### config.mk
export PLATFORM = sky130hd
export DESIGN_NAME = apb_master_arbiter
export DESIGN_NICKNAME = d
export VERILOG_FILES = /design/src/rtl/apb_master_arbiter_pkg.sv /design/src/rtl/apb_master_arbiter_rr.sv /design/src/rtl/apb_master_arbiter.sv
export SDC_FILE = /design/constraint.sdc
export NUM_CORES = 1
export LEC_CHECK = 0
export CAP_MARGIN = 0
export CORE_UTILIZATION = 35
export DETAILED_ROUTE_END_ITERATION = 12
export HOLD_SLACK_MARGIN = 0.15
export PLACE_DENSITY = 0.82
export SLEW_MARGIN = 10
export SYNTH_ARGS = -nofsm -noshare
export SYNTH_HDL_FRONTEND = slang
export SYNTH_SLANG_ARGS = --single-unit
### constraint.sdc
create_clock -name HCLK -period 3.65 [get_ports HCLK]
set_input_delay 0.73 -clock HCLK [delete_from_list [all_inputs] [get_ports HCLK]]
set_output_delay 0.73 -clock HCLK [all_outputs]
set_load 0.05 [all_outputs]
### src/rtl/apb_master_arbiter_pkg.sv
// apb_master_arbiter_pkg: shared FSM encoding and requester indices for the
// two-requester APB master arbiter.
package apb_master_arbiter_pkg;
   typedef enum logic [1:0] {
      IDLE   = 2'b00,
      SETUP  = 2'b01,
      ACCESS = 2'b10
   } apb_state_e;
   localparam logic REQ_M0 = 1'b0;
   localparam logic REQ_M1 = 1'b1;
endpackage

### src/rtl/apb_master_arbiter_rr.sv
// apb_rr_arbiter2: two-way round-robin pick; on a tie the requester not
// served last wins. Output is only meaningful when some req bit is set.
module apb_rr_arbiter2
   import apb_master_arbiter_pkg::*;
(
   input  logic [1:0] req,
   input  logic       last,
   output logic       grant
);
   always_comb grant = (&req) ? ~last : (req[1] ? REQ_M1 : REQ_M0);
endmodule

### src/rtl/apb_master_arbiter.sv
// apb_master_arbiter: shares one APB master port between two requesters with
// round-robin arbitration and an optional ACCESS-phase timeout.
module apb_master_arbiter
   import apb_master_arbiter_pkg::*;
#(
   parameter int ADDRWIDTH = 16,
   parameter int DATAWIDTH = 32,
   parameter int TIMEOUT   = 16
) (
   input  logic                 HCLK,
   input  logic                 HRESETn,
   input  logic                 PCLKEN,
   input  logic                 m0_psel,
   input  logic                 m1_psel,
   input  logic [ADDRWIDTH-1:0] m0_paddr,
   input  logic [ADDRWIDTH-1:0] m1_paddr,
   input  logic                 m0_pwrite,
   input  logic                 m1_pwrite,
   input  logic [DATAWIDTH-1:0] m0_pwdata,
   input  logic [DATAWIDTH-1:0] m1_pwdata,
   output logic                 m0_pready,
   output logic                 m1_pready,
   output logic [DATAWIDTH-1:0] m0_prdata,
   output logic [DATAWIDTH-1:0] m1_prdata,
   output logic                 m0_pslverr,
   output logic                 m1_pslverr,
   output logic                 PSEL,
   output logic                 PENABLE,
   output logic                 PWRITE,
   output logic [ADDRWIDTH-1:0] PADDR,
   output logic [DATAWIDTH-1:0] PWDATA,
   input  logic [DATAWIDTH-1:0] PRDATA,
   input  logic                 PREADY,
   input  logic                 PSLVERR,
   output logic                 APBACTIVE
);
   // A zero-width counter is illegal, so a disabled timeout keeps one dummy bit.
   localparam int CW = (TIMEOUT > 0) ? $clog2(TIMEOUT + 1) : 1;
   localparam logic [CW-1:0] CNT_LAST = CW'((TIMEOUT > 0) ? TIMEOUT - 1 : 0);

   apb_state_e    state, next_state;
   logic          grant, arb_grant, timeout_hit, done;
   logic [CW-1:0] count;

   apb_rr_arbiter2 u_arb (.req({m1_psel, m0_psel}), .last(grant), .grant(arb_grant));

   assign timeout_hit = (TIMEOUT != 0) && (count == CNT_LAST) && !PREADY;
   assign done        = (state == ACCESS) && PCLKEN && (PREADY || timeout_hit);

   always_comb begin
      next_state = state;
      if (PCLKEN)
         unique case (state)
            IDLE:    next_state = (m0_psel || m1_psel) ? SETUP : IDLE;
            SETUP:   next_state = ACCESS;
            ACCESS:  next_state = done ? IDLE : ACCESS;
            default: next_state = IDLE;
         endcase
   end

   always_ff @(posedge HCLK or negedge HRESETn)
      if (!HRESETn) state <= IDLE;
      else          state <= next_state;

   // grant doubles as the last-served index once the transfer finishes.
   always_ff @(posedge HCLK or negedge HRESETn) begin
      if (!HRESETn) begin
         grant   <= REQ_M1;
         count   <= '0;
         PSEL    <= 1'b0;
         PENABLE <= 1'b0;
         PWRITE  <= 1'b0;
         PADDR   <= '0;
         PWDATA  <= '0;
      end else if (PCLKEN) begin
         if (state == IDLE && (m0_psel || m1_psel)) begin
            grant   <= arb_grant;
            PADDR   <= arb_grant ? m1_paddr : m0_paddr;
            PWRITE  <= arb_grant ? m1_pwrite : m0_pwrite;
            PWDATA  <= arb_grant ? m1_pwdata : m0_pwdata;
            PSEL    <= 1'b1;
            PENABLE <= 1'b0;
            count   <= '0;
         end else if (state == SETUP) begin
            PENABLE <= 1'b1;
         end else if (state == ACCESS) begin
            if (done) begin
               PSEL    <= 1'b0;
               PENABLE <= 1'b0;
            end else if (count != '1) begin
               count <= count + CW'(1);
            end
         end
      end
   end

   assign m0_pready  = done && (grant == REQ_M0);
   assign m1_pready  = done && (grant == REQ_M1);
   assign m0_prdata  = (grant == REQ_M0) ? PRDATA : '0;
   assign m1_prdata  = (grant == REQ_M1) ? PRDATA : '0;
   assign m0_pslverr = m0_pready && (PSLVERR || timeout_hit);
   assign m1_pslverr = m1_pready && (PSLVERR || timeout_hit);
   assign APBACTIVE  = (state != IDLE) || m0_psel || m1_psel;
endmodule
## After elaboration in Yosys (flattened, before gate mapping)

Cells that the tools add are included.

- Bits of input ports: 137
- Word-level logic and storage cells: 63
- Output and inout bits: 120
- Register bits after elaboration: 59

- $add $sub $neg: 1
- Reductions and logical operators: 26
- Muxes and demuxes: 21
- Equality and inequality tests: 6
- Bitwise gates (word level): 1

Operators by type and width:

| kind | number |
|---|---|
| two-way mux 32 bit | 3 |
| two-way mux 5 bit | 5 |
| two-way mux 16 bit | 1 |
| two-way mux 1 bit | 10 |
| logical AND 1 bit | 8 |
| nonzero test 2 bit | 4 |
| one-hot mux 2 bit (3 select lines) | 1 |
| nonzero test 3 bit | 2 |
| adder 5 x 1 -> 5 bit, second input constant | 1 |
| equality test 5 x 4 -> 1 bit, second input constant | 1 |
| logical OR 1 bit | 5 |
| inequality test 5 bit, second input constant | 1 |
| AND reduction 5 bit | 1 |
| AND reduction 2 bit | 2 |
| AND reduction 4 bit | 1 |
| AND reduction 3 bit | 1 |
| equality test 2 x 1 -> 1 bit, second input constant | 1 |
| equality test 2 bit, second input constant | 1 |
| logical NOT 2 bit | 1 |
| two-way mux 2 bit | 1 |
| inequality test 2 x 1 -> 1 bit, second input constant | 1 |
| inequality test 2 bit, second input constant | 1 |
| logical NOT 1 bit | 1 |
| inverter 1 bit | 1 |

## Longest topological paths before layout

Gate-level depths: netlist (run 1).

- Depth after elaboration: 8
- Depth in mapped cells: 7
- Depth with buffers taken out: 7

## Modules after synthesis

Synthesis (run 1) repeated with hierarchy kept, for this count alone.

- Cells, all modules: 346
- Area, all modules: 3240.6 µm²

By module, submodules not included:

| module | area each (µm²) | cells an instance | sequential area each (µm²) | times used |
|---|---|---|---|---|
| apb_master_arbiter | 3229.3 | 345 | 1477.7 | 1 |
| apb_rr_arbiter2 | 11.3 | 1 | 0.0 | 1 |

## Least setup slack after synthesis (run 1)

No wires, ideal clock.

- Path type: reg-to-output
- Start point: reg count[0]
- End point: out m1_pslverr
- Slack: 764 ps
- Stages on the path, launching flop included: 6
- Data arrival time: 2156 ps
- Data required time: 2920 ps
- Path buffers: 0
- Cell sequence: dfrtp_1 ha_1 and3_1 ha_1 mux2i_1 nor3b_1

- Cells in the longest elaborated chain, start to end: 6
- Elaborated cells on any way between the ends: 7
- Classes of those cells: eq/ne: 1; reduce/logical: 6

Ends and longest elaborated chain:

| what | RTL line | source |
|---|---|---|
| from (decl) | apb_master_arbiter.sv:43 | `logic [CW-1:0] count;` |
| from (signal assigned) | apb_master_arbiter.sv:91 | `count <= count + CW'(1);` |
| equality test 5 x 4 -> 1 bit * | apb_master_arbiter.sv:47 | `assign timeout_hit = (TIMEOUT != 0) && (count == CNT_LAST) && !PREADY;` |
| logical AND 1 bit * | apb_master_arbiter.sv:47 |  |
| logical OR 1 bit | apb_master_arbiter.sv:48 | `assign done = (state == ACCESS) && PCLKEN && (PREADY \|\| timeout_hit);` |
| logical AND 1 bit | apb_master_arbiter.sv:48 |  |
| logical AND 1 bit | apb_master_arbiter.sv:98 | `assign m1_pready = done && (grant == REQ_M1);` |
| logical AND 1 bit * | apb_master_arbiter.sv:102 | `assign m1_pslverr = m1_pready && (PSLVERR \|\| timeout_hit);` |
| to (decl) | apb_master_arbiter.sv:26 | `output logic m1_pslverr,` |

Every way passes the cells marked *; elsewhere a longest branch is shown, timed or not.

## Worst setup path after layout (run 1)

- Start point: reg grant
- End point: out m1_prdata[5]

- Cells in the longest elaborated chain, start to end: 1

Ends and longest elaborated chain:

| what | RTL line | source |
|---|---|---|
| from (decl) | apb_master_arbiter.sv:42 | `logic grant, arb_grant, timeout_hit, done;` |
| from (signal assigned) | apb_master_arbiter.sv:77 | `grant <= arb_grant;` |
| two-way mux 32 bit | apb_master_arbiter.sv:100 | `assign m1_prdata = (grant == REQ_M1) ? PRDATA : '0;` |
| to (decl) | apb_master_arbiter.sv:24 | `output logic [DATAWIDTH-1:0] m1_prdata,` |

No other way between the ends.

==> results_dict.tcl, run 1 <==
set metrics [dict create \
    fin_crit_ns 3.15 \
    synth-seq-area-share_pct 44.9 \
    total_number_of_placement_rows 35 \
    placeableCoreArea_sq_um 9150 \
    post_synth_instance_area_sq_um 3290 \
    hpwl_um 8580 \
    port_buffers 256 \
    global_route.usage.total_pct 22.3 \
    wl_met2_um 5870 \
    fin_nets 735 \
    power-per-cell-area_nw_per_um2 882 \
    timing.fmax_mhz 318 \
    antennaDiodeCount 0 \
    grt_max_degree 58 \
    drt_pass1_iterations 4 \
    pin_count 257 \
    route.antenna.remaining_nets 0 \
    start_kind "register" \
    clkSinkCount 59 \
    cts_root_buffer_type "clkbuf_8" \
    yosys_warnings 0 \
    ctsLongestPathBuffers 2 \
    cts_setup_buffers 0 \
    grt_setup_unrepaired "false" \
    worstSkewPairLatency_ns 0.32 \
    cts-resized-gates 0 \
    required_ns 2.92 \
    layout-area-overhead-vs-synth_pct 86.8 \
    worstSetupEndpointType "output pin" \
    crit_arrival_ns 2.42 \
    overall_die_width_um 98.9 \
    met3_wirelength_um 807 \
    drive_above_1_share_pct 6.33 \
    numCtsBuffers 9 \
    critPathMaxStageDelay_ns 0.82 \
    total_leakage_power_nw 2.63 \
    chipHeight_um 98.9 \
    vias_per_cell 4.72 \
    highest_layer "met4" \
    ctsHoldBuffers 0 \
    final-max-slew-violation-count 0 \
    peak_fanout_along_the_critical_path 28 \
    worst-setup-path-type "register to output pin" \
    first_global_vias 3369 \
    floorplan.initialDensity_pct 35.9 \
    clock_tree.htree_level_count 3 \
    tritoncts "yes" \
    final_core_area_utilization_pct 67.1 \
    finalWeightedCongestion 0.839 \
    design.die.area_sq_um 9790 \
    status "finished, final reports clean" \
    syn-instance-count 343 \
    global_route.overflow_total 0 \
    max_cap_viol_count 0 \
    hold_class "primary input to asynchronous set/reset pin" \
    grt_first_pass_wirelength_um 16800 \
    dr_total_vias 3354 \
    power.ir.vdd_worst_mv 0.441 \
    finalCritPeriodShare_pct 86.2 \
    antenna_found_initial 0 \
    crit_chain "buf_4 -> and2_1 -> clkdlybuf4s50_1" \
    final.setup_skew_ns 0.00786 \
    timing.final.hold_violations 0 \
    synth.distinct_cells 37 \
    final-setup-viol-count 0 \
    final_routed_wirelength_across_all_metal_layers_um 10700 \
    setup_total_negative_slack_ns 0 \
    mappedNetlistNets 483 \
    slew-limit-headroom_pct 54.3 \
    post-route-drc-count 0 \
    tightest_slew_ns 0.685 \
    cts.reportedPaths.clkPinSlew_ns 0.07 \
    crit_slowest_cell "dfstp_2" \
    detailedRoute.firstIterationViolations 87 \
    wl_met1_um 3860 \
    post_synth.cell_area_avg_sq_um 9.59 \
    synth-seq-cells 59 \
    wl_per_cell_um 15.0 \
]
==> logic make-up after synthesis <==
family / share of synthesized area [%]
buf+inv: 4.87
flops: 44.9
compound gates: 10.8
mux: 16.0
fa+ha+maj: 1.14
simple gates: 22.2
==> layer usage <==
| layer | GRT usage [%] | vias to the layer above |
|---|---|---|
| met5 | 0 | - |
| met4 | 7.23 | 0 |
| met3 | 6.67 | 15 |
| met2 | 43.9 | 154 |
| met1 | 21.9 | 1523 |
| li1 | - | 1662 |
==> where the power goes <==
part / switching, mW / internal [mW]
clock: 0.247 / 0.421
sequential: 0.223 / 0.960
combinational: 2.35 / 1.21
total: 2.82 / 2.59
==> flip-flops by register name, summed over array words and instances (netlist names) <==
signal,flops
grant,1
state,2
PENABLE,1
PWRITE,1
PWDATA,32
count,5
PADDR,16
PSEL,1
==> through the flow <==
step                      instance area [sq um]  setup slack [ns]  cells  power [mW]  hold slack, ns
after floorplan                            3290             0.764    343        3.49           0.434
after global placement                     5910             0.641    695        4.71           0.461
after detailed placement                   5910             0.640    695        4.77           0.470
after CTS                                  6140             0.459    711        5.46           0.447
after global routing                       6140             0.361    711        5.68           0.484
final                                      6140             0.504    711        5.42           0.450
==> cells in the mapped netlist <==
cell | n | area [sq um]
a21boi_2 | 1 | 11.3
a21o_1 | 1 | 7.51
a21o_2 | 1 | 8.76
a21oi_1 | 1 | 5.00
a22o_1 | 1 | 8.76
a22oi_1 | 1 | 7.51
and2_1 | 33 | 206
and3_1 | 1 | 6.26
buf_2 | 6 | 30.0
buf_4 | 1 | 7.51
buf_6 | 6 | 67.6
clkbuf_1 | 9 | 33.8
clkbuf_2 | 2 | 10.0
dfrtp_1 | 58 | 1450
dfstp_2 | 1 | 26.3
ha_1 | 3 | 37.5
inv_1 | 3 | 11.3
mux2_2 | 1 | 11.3
mux2_4 | 1 | 15.0
mux2i_1 | 50 | 500
nand2_1 | 56 | 210
nand3_1 | 2 | 10.0
nand3b_1 | 1 | 7.51
nand3b_4 | 1 | 20.0
nor2_1 | 6 | 22.5
nor2_2 | 1 | 6.26
nor2b_1 | 32 | 200
nor3_1 | 2 | 10.0
nor3b_1 | 1 | 7.51
nor4_1 | 1 | 6.26
o21ai_0 | 33 | 165
o21ai_1 | 20 | 100
o311ai_0 | 2 | 17.5
o311ai_2 | 1 | 16.3
o31ai_1 | 1 | 7.51
or2_1 | 1 | 6.26
or3_4 | 1 | 11.3
==> cell usage in the layout, fill, tap and decap left out, types with 2 or more instances in the layout <==
cell,n
clkbuf_8,11
and2_1,33
nand3_1,2
nand2_1,56
clkdlybuf4s50_1,251
nor2_1,6
inv_1,3
dfrtp_1,58
mux2i_1,50
ha_1,3
buf_4,12
o21ai_1,20
o21ai_0,33
nor2b_1,32
bufinv_16,2
o311ai_0,2
nor3_1,2
==> final timing paths <==
kind / start / cells after the start / slack (ns) / to
hold / removal: HRESETn / 1 / 0.45 / count[2]$_DFFE_PN0P_
setup / recovery: grant$_DFFE_PN1P_ / 3 / 0.50 / m1_prdata[5]
max in group asynchronous: HRESETn / 2 / 2.36 / PWDATA[9]$_DFFE_PN0P_
setup reg to reg: count[0]$_DFFE_PN0P_ / 7 / 1.53 / count[3]$_DFFE_PN0P_
min in group HCLK: PWDATA[9]$_DFFE_PN0P_ / 2 / 0.48 / PWDATA[9]$_DFFE_PN0P_
hold reg to reg: PWDATA[9]$_DFFE_PN0P_ / 2 / 0.48 / PWDATA[9]$_DFFE_PN0P_
==> critical path: cells and delay by family (launching register included) <==
kind	cells	cell delay (ns)
buffers and inverters	2	1.13
flip-flops	1	0.82
AND/OR/NAND/NOR	1	0.15
==> final cells by class <==
class,instances,area (sq um)
multi-input combinational,257,1660
fill,741,3010
timing repair buffer,265,2630
tap,111,139
clock inverter,4,72.6
clock buffer,12,155
inverter,3,11.3
sequential,59,1480
Power figures use the tool's default switching activity.
==> inputs of run 2 (changes only) <==
--- a/config.mk
+++ b/config.mk
@@ -7,10 +7,12 @@
 export LEC_CHECK = 0
 export CAP_MARGIN = 0
-export CORE_UTILIZATION = 35
+export CORE_AREA = 2 2 100 102
 export DETAILED_ROUTE_END_ITERATION = 12
+export DIE_AREA = 0 0 102 104
 export HOLD_SLACK_MARGIN = 0.15
-export PLACE_DENSITY = 0.82
+export PLACE_DENSITY = 0.81
 export SLEW_MARGIN = 10
 export SYNTH_ARGS = -nofsm -noshare
 export SYNTH_HDL_FRONTEND = slang
+export SYNTH_HIERARCHICAL = 1
 export SYNTH_SLANG_ARGS = --single-unit
==> constraint.sdc (replaced) <==
create_clock -name HCLK -period 3.65 [get_ports HCLK]
set_input_delay 0.73 -clock HCLK [delete_from_list [all_inputs] [get_ports HCLK]]
set_output_delay 0.73 -clock HCLK [all_outputs]
set_load 0.01 [all_outputs]
==> results_dict.tcl, run 2 <==
set metrics [dict create \
    dpl_cells 719 \
    power.ir.vdd_worst_mv 0.299 \
    most_common_cell_type_on_the_critical_path "clkdlybuf4s50_1" \
    ctsHoldBuffers 0 \
    vias_per_cell 4.64 \
    layout_common_cells "clkdlybuf4s50_1 (255), nand2_1 (59), dfrtp_1 (58)" \
    crit-reg2reg-capture "count[0]$_DFFE_PN0P_" \
    layout-area-overhead-vs-synth_pct 88.4 \
    chipHeight_um 104 \
    cts_setup_buffers 0 \
    power-per-cell-area_nw_per_um2 642 \
    primary_flip_flop_cell_chosen_by_synthesis_mapping "dfrtp_1" \
    fin_nets 737 \
    final-setup-viol-count 0 \
    worst-setup-path-type "primary input to output pin" \
    grt_first_pass_wirelength_um 17600 \
    critPathMaxStageDelay_ns 0.60 \
    synth_top_cells_by_area "dfrtp_1 (45%), mux2i_1 (15%), o21ai_0 (7.9%), nand2_1 (6.8%), and2_1 (6.4%)" \
    overall_die_width_um 102 \
    postSynth.asyncResetShare_pct 100 \
    synth-seq-cells 59 \
    tightest_slew_ns 0.756 \
    drt_pass1_iterations 4 \
    fin_crit_ns 3.22 \
    critPathLaunch "PCLKEN" \
    mappedNetlistNets 486 \
    critical_path_buf_inv_count 2 \
    cts.reportedPaths.clkPinSlew_ns 0.06 \
    design.die.area_sq_um 10600 \
    setup_total_negative_slack_ns 0 \
    synth-edff-count 0 \
    fillers 804 \
    hpwl_um 9510 \
    detailedRoute.firstIterationViolations 100 \
    total_leakage_power_nw 2.61 \
    largest_registers "PWDATA (32), PADDR (16), count (5)" \
    cts-resized-gates 0 \
    peak_fanout_along_the_critical_path 8 \
    wl_per_cell_um 15.8 \
    worst-r2r-setup-slack_ns 1.51 \
    post_synth_most_frequent_cells "nand2_1 (59), dfrtp_1 (58), o21ai_0 (51)" \
    worstSkewPairLatency_ns 0.33 \
    total_number_of_placement_rows 36 \
    finalCritPeriodShare_pct 88.3 \
    yosysTopAreaCell "dfrtp_1" \
    mostFrequentLayoutCell "clkdlybuf4s50_1" \
    global_route.overflow_total 0 \
    timing.fmax_mhz 310 \
    pin_count 257 \
    clock_tree.htree_level_count 3 \
    final.setup_skew_ns 0.0113 \
    worstSetupEndpointType "output pin" \
    yosys_warnings 6 \
    path_delay_family "buffers and inverters" \
    grt_max_degree 54 \
    hold_class "primary input to asynchronous set/reset pin" \
    synth_most_common_cell "nand2_1" \
    post_layout_nonfiller_instances 733 \
    max_flop_register "PWDATA" \
    post_synth_instance_area_sq_um 3240 \
    antenna_found_initial 0 \
    crit_chain "clkdlybuf4s50_1 -> nand3b_2 -> or2_2 -> nor2_1 -> clkdlybuf4s50_1" \
    clkSinkCount 59 \
    port_buffers 256 \
    start_kind "primary input" \
    crit_slowest_cell "clkdlybuf4s50_1" \
    synth-seq-area-share_pct 45.6 \
    tritoncts "yes" \
    numCtsBuffers 9 \
    status "finished, final reports clean" \
    largest_register_ff_count 32 \
    antennaDiodeCount 0 \
    r2r_cells 6 \
    crit_arrival_ns 2.49 \
    ctsLongestPathBuffers 2 \
    cts_root_buffer_type "clkbuf_8" \
    final-max-slew-violation-count 0 \
    synth.distinct_cells 34 \
    synthDominantCellAreaShare_pct 44.8 \
    required_ns 2.92 \
    syn-instance-count 346 \
    slew-limit-headroom_pct 49.6 \
    global_route.usage.total_pct 21.5 \
    final_core_area_utilization_pct 63.9 \
    route.antenna.remaining_nets 0 \
    dr_total_vias 3402 \
    post-route-drc-count 0 \
    r2r_start "count[0]$_DFFE_PN0P_" \
    grt_setup_unrepaired "false" \
    fin_worst_hold_slack_ns 0.466 \
    floorplan.initialDensity_pct 33.9 \
    max_cap_viol_count 0 \
    first_global_vias 3436 \
    drive_above_1_share_pct 5.00 \
    timing.final.hold_violations 0 \
    placeableCoreArea_sq_um 9550 \
    final_routed_wirelength_across_all_metal_layers_um 11600 \
    finalWeightedCongestion 0.876 \
    post_synth.cell_area_avg_sq_um 9.37 \
]
run 2: worst reg2reg max path, stage by stage (launching register included):
cell and delay [ns]:
dfrtp_1 0.42, ha_1 0.24, and3_1 0.21, ha_1 0.23
or3_4 0.43, a21o_2 0.24, mux2_4 0.26
run 2: per-stage QoR:
stage | total power, mW | cell area [sq um] | setup WS (ns)
global route | 4.19 | 6110 | 0.332
finish | 3.92 | 6110 | 0.427
CTS | 3.97 | 6110 | 0.433
global placement | 3.32 | 5920 | 0.463
detailed placement | 3.39 | 5920 | 0.435
floorplan | 2.05 | 3240 | 1.49
run 2: cell families after synthesis:
kind of cell,count (synthesis),share of synthesized area (%)
buf+inv,27,3.67
mux,51,15.9
flops,59,45.6
fa+ha+maj,3,1.16
simple gates,144,23.2
compound gates,62,10.5
run 2: layer usage:
layer	global-route usage, %	wire length, um	vias up
met5	0	0	-
met4	7.62	240	0
met3	5.71	1010	18
met2	41.1	6390	151
met1	21.7	3950	1569
li1	-	-	1664
run 2: final cells by class:
cell class / count / area, sq um / area share, %
Multi-Input combinational cell: 260 / 1650 / 27.0
Clock inverter: 3 / 40.0 / 0.656
Sequential cell: 59 / 1480 / 24.2
Inverter: 3 / 11.3 / 0.184
Tap cell: 133 / 166 / 2.73
Timing Repair Buffer: 264 / 2620 / 42.9
Clock buffer: 11 / 141 / 2.32
run 2: report_power, final:
part           switching, mW  total [mW]  internal [mW]
combinational          0.953        2.18           1.22
sequential             0.216        1.18          0.961
clock                  0.241       0.565          0.324
run 2: how the worst max path moves through the flow:
stage           endpoint  slack [ns]  cells past startpoint
2_1_floorplan  m0_pready        1.49                      6
3_3_place_gp   m0_pready        0.46                      5
3_5_place_dp   m0_pready        0.43                      5
4_1_cts        m0_pready        0.43                      5
5_1_grt        m0_pready        0.33                      5
6_report       m0_pready        0.43                      5
